--- src/rtl/viterbi_pkg.sv ---
// viterbi_pkg: shared trellis helpers and types for the Viterbi decoder
package viterbi_pkg;
    localparam int PM_W_DEF = 8;
    typedef logic [PM_W_DEF-1:0] pm_t;
    function automatic int num_states(input int k);
        return 1 << (k - 1);
    endfunction
    function automatic logic [1:0] expected_codeword(input int pred, input int b, input int k,
                                                     input logic [31:0] g0, input logic [31:0] g1);
        logic [31:0] r;
        r = (32'(b) << (k - 1)) | 32'(pred);
        return {^(r & g0), ^(r & g1)};
    endfunction
endpackage

--- src/rtl/acs_cell.sv ---
// acs_cell: combinational add-compare-select for one trellis state
module acs_cell
    import viterbi_pkg::*;
#(
    parameter int BM_W = 2,
    parameter int PM_W = 8
) (
    input  logic            valid0,
    input  logic            valid1,
    input  logic [PM_W-1:0] pm0,
    input  logic [PM_W-1:0] pm1,
    input  logic [BM_W-1:0] bm0,
    input  logic [BM_W-1:0] bm1,
    output logic            sel,
    output logic            valid_o,
    output logic [PM_W:0]   cost
);
    logic [PM_W:0] c0, c1;
    always_comb begin
        c0      = {1'b0, pm0} + (PM_W+1)'(bm0);
        c1      = {1'b0, pm1} + (PM_W+1)'(bm1);
        sel     = valid1 && (!valid0 || c1 < c0);
        valid_o = valid0 | valid1;
        cost    = sel ? c1 : c0;
    end
endmodule

--- src/rtl/acs_array.sv ---
// acs_array: per-state ACS with registered metrics, normalisation and best-state search
module acs_array
    import viterbi_pkg::*;
#(
    parameter int             K    = 3,
    parameter logic [K-1:0]   G0   = 3'b111,
    parameter logic [K-1:0]   G1   = 3'b101,
    parameter int             BM_W = 2,
    parameter int             PM_W = 8
) (
    input  logic                    clk,
    input  logic                    rst,
    input  logic                    start,
    input  logic                    in_valid,
    input  logic [4*BM_W-1:0]       bm_i,
    output logic                    out_valid,
    output logic [(1<<(K-1))-1:0]   decision,
    output logic [K-2:0]            best_state,
    output logic [PM_W-1:0]         best_pm,
    output logic                    norm_evt
);
    localparam int NS = num_states(K);
    localparam logic [PM_W:0] HALF = (PM_W+1)'(1) << (PM_W - 1);

    logic [NS-1:0][PM_W-1:0] pm, pm_n;
    logic [NS-1:0][PM_W:0]   cost;
    logic [NS-1:0]           valid, valid_n, sel;
    logic [PM_W:0]           adj;
    logic [PM_W-1:0]         bpm_n;
    logic [K-2:0]            bs_n;
    logic                    all_hi, norm, found;

    for (genvar s = 0; s < NS; s++) begin : g_cell
        localparam int P0 = (2 * s) % NS;
        localparam int P1 = P0 + 1;
        localparam int B  = s >> (K - 2);
        localparam logic [1:0] C0 = expected_codeword(P0, B, K, 32'(G0), 32'(G1));
        localparam logic [1:0] C1 = expected_codeword(P1, B, K, 32'(G0), 32'(G1));
        acs_cell #(.BM_W(BM_W), .PM_W(PM_W)) u_cell (
            .valid0 (valid[P0]),
            .valid1 (valid[P1]),
            .pm0    (pm[P0]),
            .pm1    (pm[P1]),
            .bm0    (bm_i[int'(C0)*BM_W +: BM_W]),
            .bm1    (bm_i[int'(C1)*BM_W +: BM_W]),
            .sel    (sel[s]),
            .valid_o(valid_n[s]),
            .cost   (cost[s])
        );
    end

    always_comb begin
        all_hi = 1'b1;
        adj    = '0;
        pm_n   = '0;
        bs_n   = '0;
        bpm_n  = '0;
        found  = 1'b0;
        for (int s = 0; s < NS; s++)
            if (valid_n[s] && cost[s] < HALF) all_hi = 1'b0;
        norm = all_hi && |valid_n;
        for (int s = 0; s < NS; s++) begin
            adj     = norm ? cost[s] - HALF : cost[s];
            pm_n[s] = !valid_n[s] ? '0 : adj[PM_W] ? '1 : adj[PM_W-1:0];
        end
        for (int s = 0; s < NS; s++)
            if (valid_n[s] && (!found || pm_n[s] < bpm_n)) begin
                found = 1'b1;
                bs_n  = (K-1)'(s);
                bpm_n = pm_n[s];
            end
    end

    always_ff @(posedge clk) begin
        if (rst || start) begin
            pm         <= '0;
            valid      <= NS'(1);
            out_valid  <= 1'b0;
            decision   <= '0;
            best_state <= '0;
            best_pm    <= '0;
            norm_evt   <= 1'b0;
        end else if (in_valid) begin
            pm         <= pm_n;
            valid      <= valid_n;
            out_valid  <= 1'b1;
            decision   <= sel;
            best_state <= bs_n;
            best_pm    <= bpm_n;
            norm_evt   <= norm;
        end else begin
            out_valid  <= 1'b0;
            norm_evt   <= 1'b0;
        end
    end
endmodule

--- config.mk ---
export PLATFORM = sky130hd
export DESIGN_NAME = acs_array
export DESIGN_NICKNAME = d
export VERILOG_FILES = /design/src/rtl/viterbi_pkg.sv /design/src/rtl/acs_cell.sv /design/src/rtl/acs_array.sv
export SDC_FILE = /design/constraint.sdc
export NUM_CORES = 1
export LEC_CHECK = 0
export ABC_AREA = 1
export CAP_MARGIN = 10
export CORE_ASPECT_RATIO = 1.5
export CORE_MARGIN = 5
export CORE_UTILIZATION = 40
export DETAILED_ROUTE_END_ITERATION = 6
export GPL_TIMING_DRIVEN = 0
export MAX_ROUTING_LAYER = met4
export PLACE_DENSITY_LB_ADDON = 0.2
export SYNTH_ARGS = -nofsm -noshare
export SYNTH_HDL_FRONTEND = slang
export SYNTH_SLANG_ARGS = --single-unit
export TNS_END_PERCENT = 20
--- constraint.sdc ---
create_clock -name clk -period 11.4 [get_ports clk]
set_clock_uncertainty 0.1 [all_clocks]
set_input_delay 2.28 -clock clk [delete_from_list [all_inputs] [get_ports clk]]
set_output_delay 2.28 -clock clk [all_outputs]
set_load 0.02 [all_outputs]
[Yosys cells after proc, flatten, opt, wreduce, memory -nomap -nowiden]
Cells that the tools add are included.
Operators by class
  add/subtract/negate cells: 12
  order comparisons: 11
  muxes and demuxes: 31
  bitwise gates (word level): 3
  reduce and logical (&&, ||, !) cells: 27
Operator list (number)
  two-way mux 8 bit: 12
  adder 8 x 2 -> 9 bit: 8
  two-way mux 9 bit: 8
  < comparator 9 x 8 -> 1 bit (second input constant): 4
  < comparator 9 bit: 4
  subtractor 9 x 8 -> 9 bit (second input constant): 4
  < comparator 8 bit: 3
  logical AND 1 bit: 12
  two-way mux 1 bit: 9
  logical OR 1 bit: 8
  logical NOT 1 bit: 5
  two-way mux 2 bit: 2
  OR reduction 2 bit: 2
  OR 1 bit: 2
  NOT 1 bit: 1
Word-level totals
  register bits after elaboration: 52
  input port bits: 12
  output and inout bits: 16
  word-level logic and storage cells: 94

[Depth between registers and ports, before layout]
Gate-level depths: netlist of the first run.
  word-level depth: 28
  gate-level depth with buffers: 58

[Hierarchy]
From an unflattened synthesis of the first run, not the netlist that was laid out.
Unflattened totals
  cell total of the unflattened synthesis: 966
  area, all modules: 6170.9 um2
Modules (own cells, without submodules)
  acs_array: instances 1, cells each 439, area each 3055.4 um2
  acs_cell at g_cell[1].u_cell ...: instances 3, cells each 131, area each 783.3 um2
  acs_cell at g_cell[0].u_cell: instances 1, cells each 134, area each 765.7 um2

[Worst setup path before layout of the first run]
Ideal clock, no wire load.
  path type: input-to-reg
  start: in bm_i[4]
  end: reg best_pm[0]
  data arrival time: 9757 ps
  path slack: 1484 ps
  stages: 49
  cell sequence: ha_1 fa_1 xor2_1 ha_1 a21oi_1 o21ai_1 a21oi_1 nor2_1 o21a_1 o21a_1 o21a_1 o21a_1 o21ai_1 nand2_1 nand2_1 o21ai_0 ha_1 o21ai_4 (+13 left out) clkbuf_1 o21ai_0 inv_1 ha_1 a21oi_1 o2111a_1 nand2_4 buf_2 nand2_1 o21ai_0 ha_1 a21oi_1 nor2_1 a2111oi_2 nand2_4 nand2_2 nand3_1 nand2_1
On the way
  longest elaborated chain between the ends: 27
  elaborated cells on any way between the ends: 49
  classes of those cells: add/sub: 4; order compare: 7; mux: 23; reduce/logical: 15
RTL lines
  from (decl): RTL line acs_array.sv:15  | input logic [4*BM_W-1:0] bm_i,
  adder 8 x 2 -> 9 bit: RTL line acs_cell.sv:20  | c0 = {1'b0, pm0} + (PM_W+1)'(bm0);
  < comparator 9 bit: RTL line acs_cell.sv:22  | sel = valid1 && (!valid0 || c1 < c0);
  logical OR 1 bit: RTL line acs_cell.sv:22
  logical AND 1 bit: RTL line acs_cell.sv:22
  two-way mux 9 bit: RTL line acs_cell.sv:24  | cost = sel ? c1 : c0;
  < comparator 9 x 8 -> 1 bit: RTL line acs_array.sv:60  | if (valid_n[s] && cost[s] < HALF) all_hi = 1'b0;
  logical AND 1 bit: RTL line acs_array.sv:60
  two-way mux 1 bit (3 in series): RTL line acs_array.sv:60
  (+9 left out)
  < comparator 8 bit or logical NOT 1 bit (tied branches): RTL line acs_array.sv:67  | if (valid_n[s] && (!found || pm_n[s] < bpm_n)) begin
  logical OR 1 bit: RTL line acs_array.sv:67
  logical AND 1 bit: RTL line acs_array.sv:67
  two-way mux 8 bit or two-way mux 1 bit (tied branches): RTL line acs_array.sv:67
  < comparator 8 bit or logical NOT 1 bit (tied branches): RTL line acs_array.sv:67
  logical OR 1 bit: RTL line acs_array.sv:67
  logical AND 1 bit: RTL line acs_array.sv:67
  two-way mux 8 bit (*): RTL line acs_array.sv:67
  to (signal assigned): RTL line acs_array.sv:89  | best_pm <= bpm_n;
  to (decl): RTL line acs_array.sv:19  | output logic [PM_W-1:0] best_pm,
Mark *: on every way between the ends. The rest lies on a longest branch, timed or not.
A chain may end at the register's enable or synchronous reset.

[Final worst setup path of the first run]
  start: in bm_i[2]
  end: reg best_pm[4]
On the way
  longest elaborated chain between the ends: 27
  elaborated cells on any way between the ends: 49
  classes of those cells: add/sub: 4; order compare: 7; mux: 23; reduce/logical: 15
RTL lines
  adder 8 x 2 -> 9 bit: RTL line acs_cell.sv:21  | c1 = {1'b0, pm1} + (PM_W+1)'(bm1);
  < comparator 9 bit: RTL line acs_cell.sv:22
  logical OR 1 bit: RTL line acs_cell.sv:22
  logical AND 1 bit: RTL line acs_cell.sv:22
  two-way mux 9 bit: RTL line acs_cell.sv:24
  < comparator 9 x 8 -> 1 bit: RTL line acs_array.sv:60
  logical AND 1 bit: RTL line acs_array.sv:60
  two-way mux 1 bit (3 in series): RTL line acs_array.sv:60
  (+9 left out)
  < comparator 8 bit or logical NOT 1 bit (tied branches): RTL line acs_array.sv:67
  logical OR 1 bit: RTL line acs_array.sv:67
  logical AND 1 bit: RTL line acs_array.sv:67
  two-way mux 8 bit or two-way mux 1 bit (tied branches): RTL line acs_array.sv:67
  < comparator 8 bit or logical NOT 1 bit (tied branches): RTL line acs_array.sv:67
  logical OR 1 bit: RTL line acs_array.sv:67
  logical AND 1 bit: RTL line acs_array.sv:67
  two-way mux 8 bit (*): RTL line acs_array.sv:67
Marks and branches as above.

==> implementation parameters, run 1 <==
Parameter                              Value

Setup path
  Peak fanout along the critical path    15
  Critical Path Slowest Stage Cell    sky130_fd_sc_hd__fa_1
  Critical setup path kind    in2reg
  Startpoint of the worst setup timing path    bm_i[2]
  Critical path arrival    10910 ps
  Startpoint Class    primary input
  Dominant cell type by count on the critical path    sky130_fd_sc_hd__nand2_1
  FF-to-FF setup slack    2700 ps
  Largest stage delay, worst path    480 ps
  R2R Path End    best_pm[4]
  Worst Path Required    11500 ps
  Worst setup EP type    flop
  Worst Reg-to-Reg Cells    52
  Worst R2R Start    pm[16]

Floorplanning
  Row cnt    51
  Die Footprint    0.0156 mm2
  Placeable core region    0.0130 mm2
  IO Pins    28
  Starting density of the core    40.7%
  Die Ht    151 um
  Die width    104 um

Power
  Switching Share    34.3%
  Net switching power    181 uW
  Clock power frac    34.1%
  Combinational group share of total power    30.7%
  Peak supply drop    0.0661 mV
  Int Power    346 uW
  Leakage component of the power    0.00284 uW
  Sequential Power Share    35.3%
  Power per Cell Area    88.5 mW/mm2

Clock network
  Library cell used as clock root buffer    sky130_fd_sc_hd__clkbuf_16
  Cts bufs inserted    5
  Hold Buf Count CTS    0
  Clock insertion delay at the later pin of the skew report    300 ps
  H-Tree Level Count    2
  TritonCTS clock tree    yes
  CTS Sinks    51
  Buffers from clock root to sink, at most    2
  Clock-pin slew on the worst setup and hold paths    80 ps

Global route
  GRT Util Overall    21.9%
  Pin count of the biggest net entering global routing    17
  First-pass GRT wire length    26300 um
  Overall overflow remaining after global route    0
  Number of global-route vias before repair    5216
  Initial antenna violation count    0

STA
  Setup-failing EPs final    0
  Minimum hold slack    352 ps
  Final-report max-slew violation count    0
  Highest attainable clock frequency    92.5 MHz
  Number of hold violations in the final report    0
  Min cycle time layout    10810 ps
  Worst slew pin tran    649 ps
  Relative slew slack    56.8%
  Worst path setup slack after routing    589 ps
  Tcrit/Tclk final    94.8%
  Setup repair after global routing missed its margin    false

Min path
  Type of the most critical hold path    reg2reg
  Cell count of the worst hold path    2
  Critical hold path startpoint    best_pm[5]
  Sink of the worst hold path    best_pm[5]

Logic synthesis
  Flip-flop and latch count after synthesis    51
  Synth top area share    19.4%
  Synth async-reset ratio    0%
  Most instantiated flip-flop cell in the synthesis netlist    sky130_fd_sc_hd__dfxtp_1
  Synthesized netlist net count    864
  List of most frequent post-synthesis cells    sky130_fd_sc_hd__nand2_1 (198), sky130_fd_sc_hd__inv_1 (96), sky130_fd_sc_hd__ha_1 (73), sky130_fd_sc_hd__dfxtp_1 (51), sky130_fd_sc_hd__xor2_1 (48)
  Cells taking the most area after synthesis    sky130_fd_sc_hd__dfxtp_1 (19%), sky130_fd_sc_hd__ha_1 (17%), sky130_fd_sc_hd__nand2_1 (14%)
  Cell Area, Synth    0.00527 mm2
  Number of flops mapped to enable cells by yosys    0
  Average instance area after synthesis    6.84 um2
  Count leader, synth    sky130_fd_sc_hd__nand2_1
  Mapped Cells    771
  Unique masters post-synth    44
  Area leader, netlist    sky130_fd_sc_hd__dfxtp_1
  Register area share after synthesis    19.4%
  Number of warnings printed during yosys synthesis    0

Placement
  Instance area after placement    0.00574 mm2
  Last weighted congestion value of the routability-driven placer    0.916
  Half-perimeter wire length after placement    13900 um
  Worst Setup Slack post-DPL    -364 ps
  Number of buffers inserted by port buffering    27

Run status
  Run status    finished clean

Cells and area
  Summed area of non-filler cells in the final layout    0.00595 mm2
  Share of final-layout standard cells stronger than drive strength 1    6.06%
  Final layout net count    900
  Final cell utilization of the core    45.9%
  Antenna diode count    0
  Area overhead of the layout relative to synthesis    12.8%

Route
  DRT iter0 DRCs    245
  Post-detailed-route count of antenna-violating nets    0
  # DRC    0
  Drt total wl    16500 um
  Number of iterations in the first detailed-routing pass    5
  Vias after detailed routing    5145
  Vias per cell    5.32
  Wirelength per Cell    17.1 um

Flow run
  Maximum Capacitance Violations    0
[sequential cells by signal, summed over array words and instances, names as in the netlist]
signal,flops
out_valid,1
pm,32
norm_evt,1
decision,4
best_state,2
best_pm,8
valid,3
[worst max-delay path, delay by kind of cell]
kind	cells	cell delay, ps
AOI/OAI and AO/OA	17	2760
xor gates and xnor gates	1	190
adders and majority gates	7	2300
buffers and inverters	6	1210
and+or+nand+nor	22	2170
[routing by layer]
layer	track usage, %	vias to the layer above	wire length, um
li1	-	2624	-
met5	-	-	0
met4	17.8	0	1580
met1	21.7	2327	6230
met3	2.06	62	478
met2	38.9	132	8230
[worst max path at each step]
stage / to / slack [ps] / cells after the start
finish: best_pm[4] / 590 / 53
global route: best_pm[1] / 30 / 51
CTS: best_pm[7] / 250 / 53
detailed placement: best_pm[7] / -360 / 53
global placement: best_pm[7] / -270 / 51
floorplan: best_pm[0] / 1480 / 49
[per-stage QoR]
step / TNS [ps] / power (uW) / std cells
floorplan: 0 / 302 / 771
global placement: -2460 / 343 / 957
detailed placement: -3400 / 348 / 957
CTS: 0 / 528 / 965
global route: 0 / 557 / 967
finish: 0 / 526 / 967
[power by group through the flow]
stage	sequential, uW	combinational (uW)	clock (uW)
2_1_floorplan	192	110	0
3_3_place_gp	190	153	0
3_5_place_dp	190	158	0
4_1_cts	186	160	183
5_1_grt	186	183	188
6_report	186	161	179
[cell usage in the layout (no fill, tap or decap), types with 2 or more instances in the layout]
master and n:
sky130_fd_sc_hd__a21oi_1 35, sky130_fd_sc_hd__inv_1 96, sky130_fd_sc_hd__clkdlybuf4s50_1 27, sky130_fd_sc_hd__o211ai_1 17
sky130_fd_sc_hd__fa_1 8, sky130_fd_sc_hd__nand3_1 44, sky130_fd_sc_hd__buf_1 3, sky130_fd_sc_hd__clkbuf_1 14
sky130_fd_sc_hd__xor2_1 48, sky130_fd_sc_hd__o21a_1 4, sky130_fd_sc_hd__o21ai_0 43, sky130_fd_sc_hd__nor2_1 33
sky130_fd_sc_hd__nand4_1 4, sky130_fd_sc_hd__inv_2 9, sky130_fd_sc_hd__nand2_2 12, sky130_fd_sc_hd__nand2_1 198
sky130_fd_sc_hd__buf_2 2, sky130_fd_sc_hd__o22ai_1 24, sky130_fd_sc_hd__nor3_1 9, sky130_fd_sc_hd__ha_1 73
sky130_fd_sc_hd__a21o_1 2, sky130_fd_sc_hd__clkinv_1 3, sky130_fd_sc_hd__nand2_4 4, sky130_fd_sc_hd__clkbuf_16 5
sky130_fd_sc_hd__o21ai_1 6, sky130_fd_sc_hd__xnor2_1 3, sky130_fd_sc_hd__or2_1 2, sky130_fd_sc_hd__nor4_1 5
sky130_fd_sc_hd__dfxtp_1 51, sky130_fd_sc_hd__buf_4 3
[layout make-up]
cell class                 count  area (um2)
tap                          159         199
timing repair buffer          30         293
clock buffer                   5         125
clock inverter                 3        43.8
fill                        1351        7010
multi-input combinational    590        3770
sequential                    51        1020
buffer                        20        85.1
inverter                     109         412
[cell families (layout without fill, tap and decap cells)]
kind of cell	count (synthesis)	count (layout)	share of synthesized area (%)
buffers and inverters	130	167	9.49
adder cells (fa/ha/maj)	81	81	20.4
XOR/XNOR	52	52	8.64
AND/OR/NAND/NOR	318	318	26.5
AO/OA/AOI/OAI	139	139	15.6
flip-flops	51	51	19.4
[timing repair]
item | 4_1_cts | 5_1_grt
pin swaps | 0 | 1
setup buffers | 0 | 3
resized for setup | 1 | 2
setup endpoints to repair | 10 | 10
(Power assumes the default switching activity.)
==> inputs of run 2 (changes only) <==
Settings changed: CORE_MARGIN 5 to 2, CORE_UTILIZATION 40 to 30.
==> run 2 against run 1 <==
  * Critical path depth did not move
  * Fmax up 1.3%
  * Via count decreased by 2.6%
  * Global-route usage shrank 2.9 points
  * Combinational power hardly changed
  * Final area grew 1.1%
  * Sequential power about the same
  * Cell count grew 5.5%
  * Register-to-register slack better by 140 ps
  * Clock power shrank 6%
  * Power fell by 2.2%
  * Worst hold slack gained 2.9 ps
  * Largest cell class unchanged
  * Largest power group unchanged
  * Highest routed layer unchanged
==> implementation parameters, run 2 (same netlist as run 1, synthesis figures left out) <==
Parameter                              Value

Power
  Sequential Power Share    36.1% (+0.8 points)
  Clock power frac    32.6% (-1.5 points)
  Leakage component of the power    0.00282 uW (-0.45%)
  Int Power    330 uW (-4.4%)
  Peak supply drop    0.0597 mV (-9.7%)
  Combinational group share of total power    31.3% (+0.6 points)
  Net switching power    184 uW (+1.9%)
  Switching Share    35.8% (+1.4 points)
  Power per Cell Area    85.5 mW/mm2 (-3.3%)

STA
  Final-report max-slew violation count    0 (unchanged)
  Tcrit/Tclk final    93.7% (-1.2 points)
  Setup repair after global routing missed its margin    false
  Setup-failing EPs final    0 (unchanged)
  Highest attainable clock frequency    93.7 MHz (+1.3%)
  Worst slew pin tran    618 ps (-31.0 ps)
  Min cycle time layout    10680 ps (-134 ps)
  Relative slew slack    58.8% (+2.1 points)
  Sum of negative setup slack    0 ps (unchanged)
  Number of hold violations in the final report    0 (unchanged)
  Minimum hold slack    355 ps (+2.90 ps)

Setup path
  CP top delay family    compound AO/OA/AOI/OAI gates
  Dominant cell type by count on the critical path    sky130_fd_sc_hd__nand2_1
  Peak fanout along the critical path    10 (-5)
  Worst setup EP type    flop
  Worst Path Required    11550 ps (+50 ps)
  Critical setup path kind    in2reg
  Critical path arrival    10830 ps (-80 ps)
  Startpoint Class    primary input
  Critical Path Slowest Stage Cell    sky130_fd_sc_hd__clkdlybuf4s50_1
  Largest stage delay, worst path    460 ps (-20 ps)
  Buffer and inverter count on the worst path    5 (-1)

Cells and area
  Most common library cell in the layout ignoring fill and taps    sky130_fd_sc_hd__nand2_1
  Number of flip-flops in the largest register    32 (unchanged)
  Number of standard cells in the layout, taps in and fillers out    1020 (+5.5%)
  Registers with the most flip-flops    pm x32, best_pm x8, decision x4
  Biggest register    pm
  Top library cells by usage in the layout, fill and taps aside    sky130_fd_sc_hd__nand2_1 (194), sky130_fd_sc_hd__inv_1 (96), sky130_fd_sc_hd__ha_1 (73), sky130_fd_sc_hd__dfxtp_1 (51), sky130_fd_sc_hd__xor2_1 (48)
  Antenna diode count    0 (unchanged)
  Summed area of non-filler cells in the final layout    0.00602 mm2 (+1.1%)
  Final layout net count    899 (-0.11%)
  Share of final-layout standard cells stronger than drive strength 1    6.82% (+0.75 points)
  Area overhead of the layout relative to synthesis    14.1%

Placement
  Instance area after placement    0.00581 mm2 (+1.2%)
  Number of buffers inserted by port buffering    27 (unchanged)
  Half-perimeter wire length after placement    14400 um (+3.5%)
  Number of cells in the design after placement    1011 (+5.6%)
  Last weighted congestion value of the routability-driven placer    0.911 (-0.52%)

Global route
  GRT Util Overall    19.0% (-2.9 points)
  Met2 GRT Util    35.3% (-3.6 points)
  Met3 GRT Util    1.50% (-0.56 points)
  Pin count of the biggest net entering global routing    17 (unchanged)
  First-pass GRT wire length    26600 um (+1.2%)
  Number of global-route vias before repair    4973 (-4.7%)
  Global-route track usage on met1    19.9% (-1.8 points)
  Initial antenna violation count    0 (unchanged)
  Global-route layer with the greatest usage    met2
  Overall overflow remaining after global route    0 (unchanged)

Clock network
  TritonCTS clock tree    yes
  H-Tree Level Count    2 (unchanged)
  CTS Sinks    51 (unchanged)
  Buffers from clock root to sink, at most    2 (unchanged)
  Clock insertion delay at the later pin of the skew report    300 ps (about the same)
  Library cell used as clock root buffer    sky130_fd_sc_hd__clkbuf_16
  Cts bufs inserted    5 (unchanged)
  Clock-pin slew on the worst setup and hold paths    80 ps (about the same)

Min path
  Type of the most critical hold path    reg2reg

Floorplanning
  Starting density of the core    30.5% (-10 points)
  Placeable core region    0.0173 mm2 (+33%)
  IO Pins    28 (unchanged)
  Die Footprint    0.0187 mm2 (+20%)
  Row cnt    59 (+16%)
  Die Ht    166 um (+10%)
  Die width    112 um (+8.2%)

Route
  Drt total wl    16900 um (+2.3%)
  Vias per cell    4.91 (-7.7%)
  Number of iterations in the first detailed-routing pass    6 (+1)
  # DRC    0 (unchanged)
  Post-detailed-route count of antenna-violating nets    0 (unchanged)
  Wirelength per Cell    16.6 um (-3.0%)
  DRT iter0 DRCs    177 (-28%)
  Vias after detailed routing    5009 (-2.6%)

Flow run
  Maximum Capacitance Violations    0 (unchanged)

Run status
  Run status    finished clean
## run 2: area by class of cell
type	instances	area (um2)
clock buffers	6	139
repair buffers	29	289
clock inverters	2	16.3
fillers	1957	11300
multi-input cells	590	3780
flip-flops and latches	51	1020
well taps	213	267
inverters	109	412
plain buffers	20	88.8
## run 2: final timing paths
kind                                 start         end  slack (ps)  cells after the start
worst max-delay path               bm_i[4]  best_pm[6]         720                     53
worst min register to register  best_pm[3]  best_pm[3]         350                      2
worst max register to register      pm[24]  best_pm[6]        2840                     52
worst min-delay path            best_pm[3]  best_pm[3]         350                      2
## run 2: tightest hold or removal path, stage by stage, from the launching register on
cell,delay (ps)
sky130_fd_sc_hd__dfxtp_1,310
sky130_fd_sc_hd__nand2_1,60
sky130_fd_sc_hd__nand2_1,40
## run 2: per-stage QoR
| stage | setup WS (ps) | power, uW | util, % |
|---|---|---|---|
| final | 722 | 514 | 34.8 |
| after global routing | 5.86 | 550 | 34.8 |
| after CTS | 56.7 | 517 | 34.6 |
| after detailed placement | -545 | 348 | 33.6 |
| after global placement | -611 | 348 | 33.6 |
| after floorplan | 1480 | 302 | - |
## run 2: power by group through the flow
| stage | logic (uW) | clock network [uW] | registers [uW] |
|---|---|---|---|
| floorplan | 110 | 0 | 192 |
| global placement | 158 | 0 | 190 |
| detailed placement | 159 | 0 | 190 |
| CTS | 160 | 171 | 186 |
| global route | 186 | 177 | 186 |
| finish | 161 | 168 | 186 |
## run 2: repair_timing
action,in CTS,in global routing
setup buffers,0,2
hold buffers,0,0
endpoints found under the setup margin,10,10
pin swaps,0,2
endpoints found under the hold margin,0,0
cloned,0,0
resized for setup,1,15
## run 2: layer usage
metal | wire, um | part of all wire [%]
met5 | 0 | 0
met4 | 842 | 5.0
met3 | 283 | 1.7
met2 | 9100 | 54
met1 | 6690 | 40
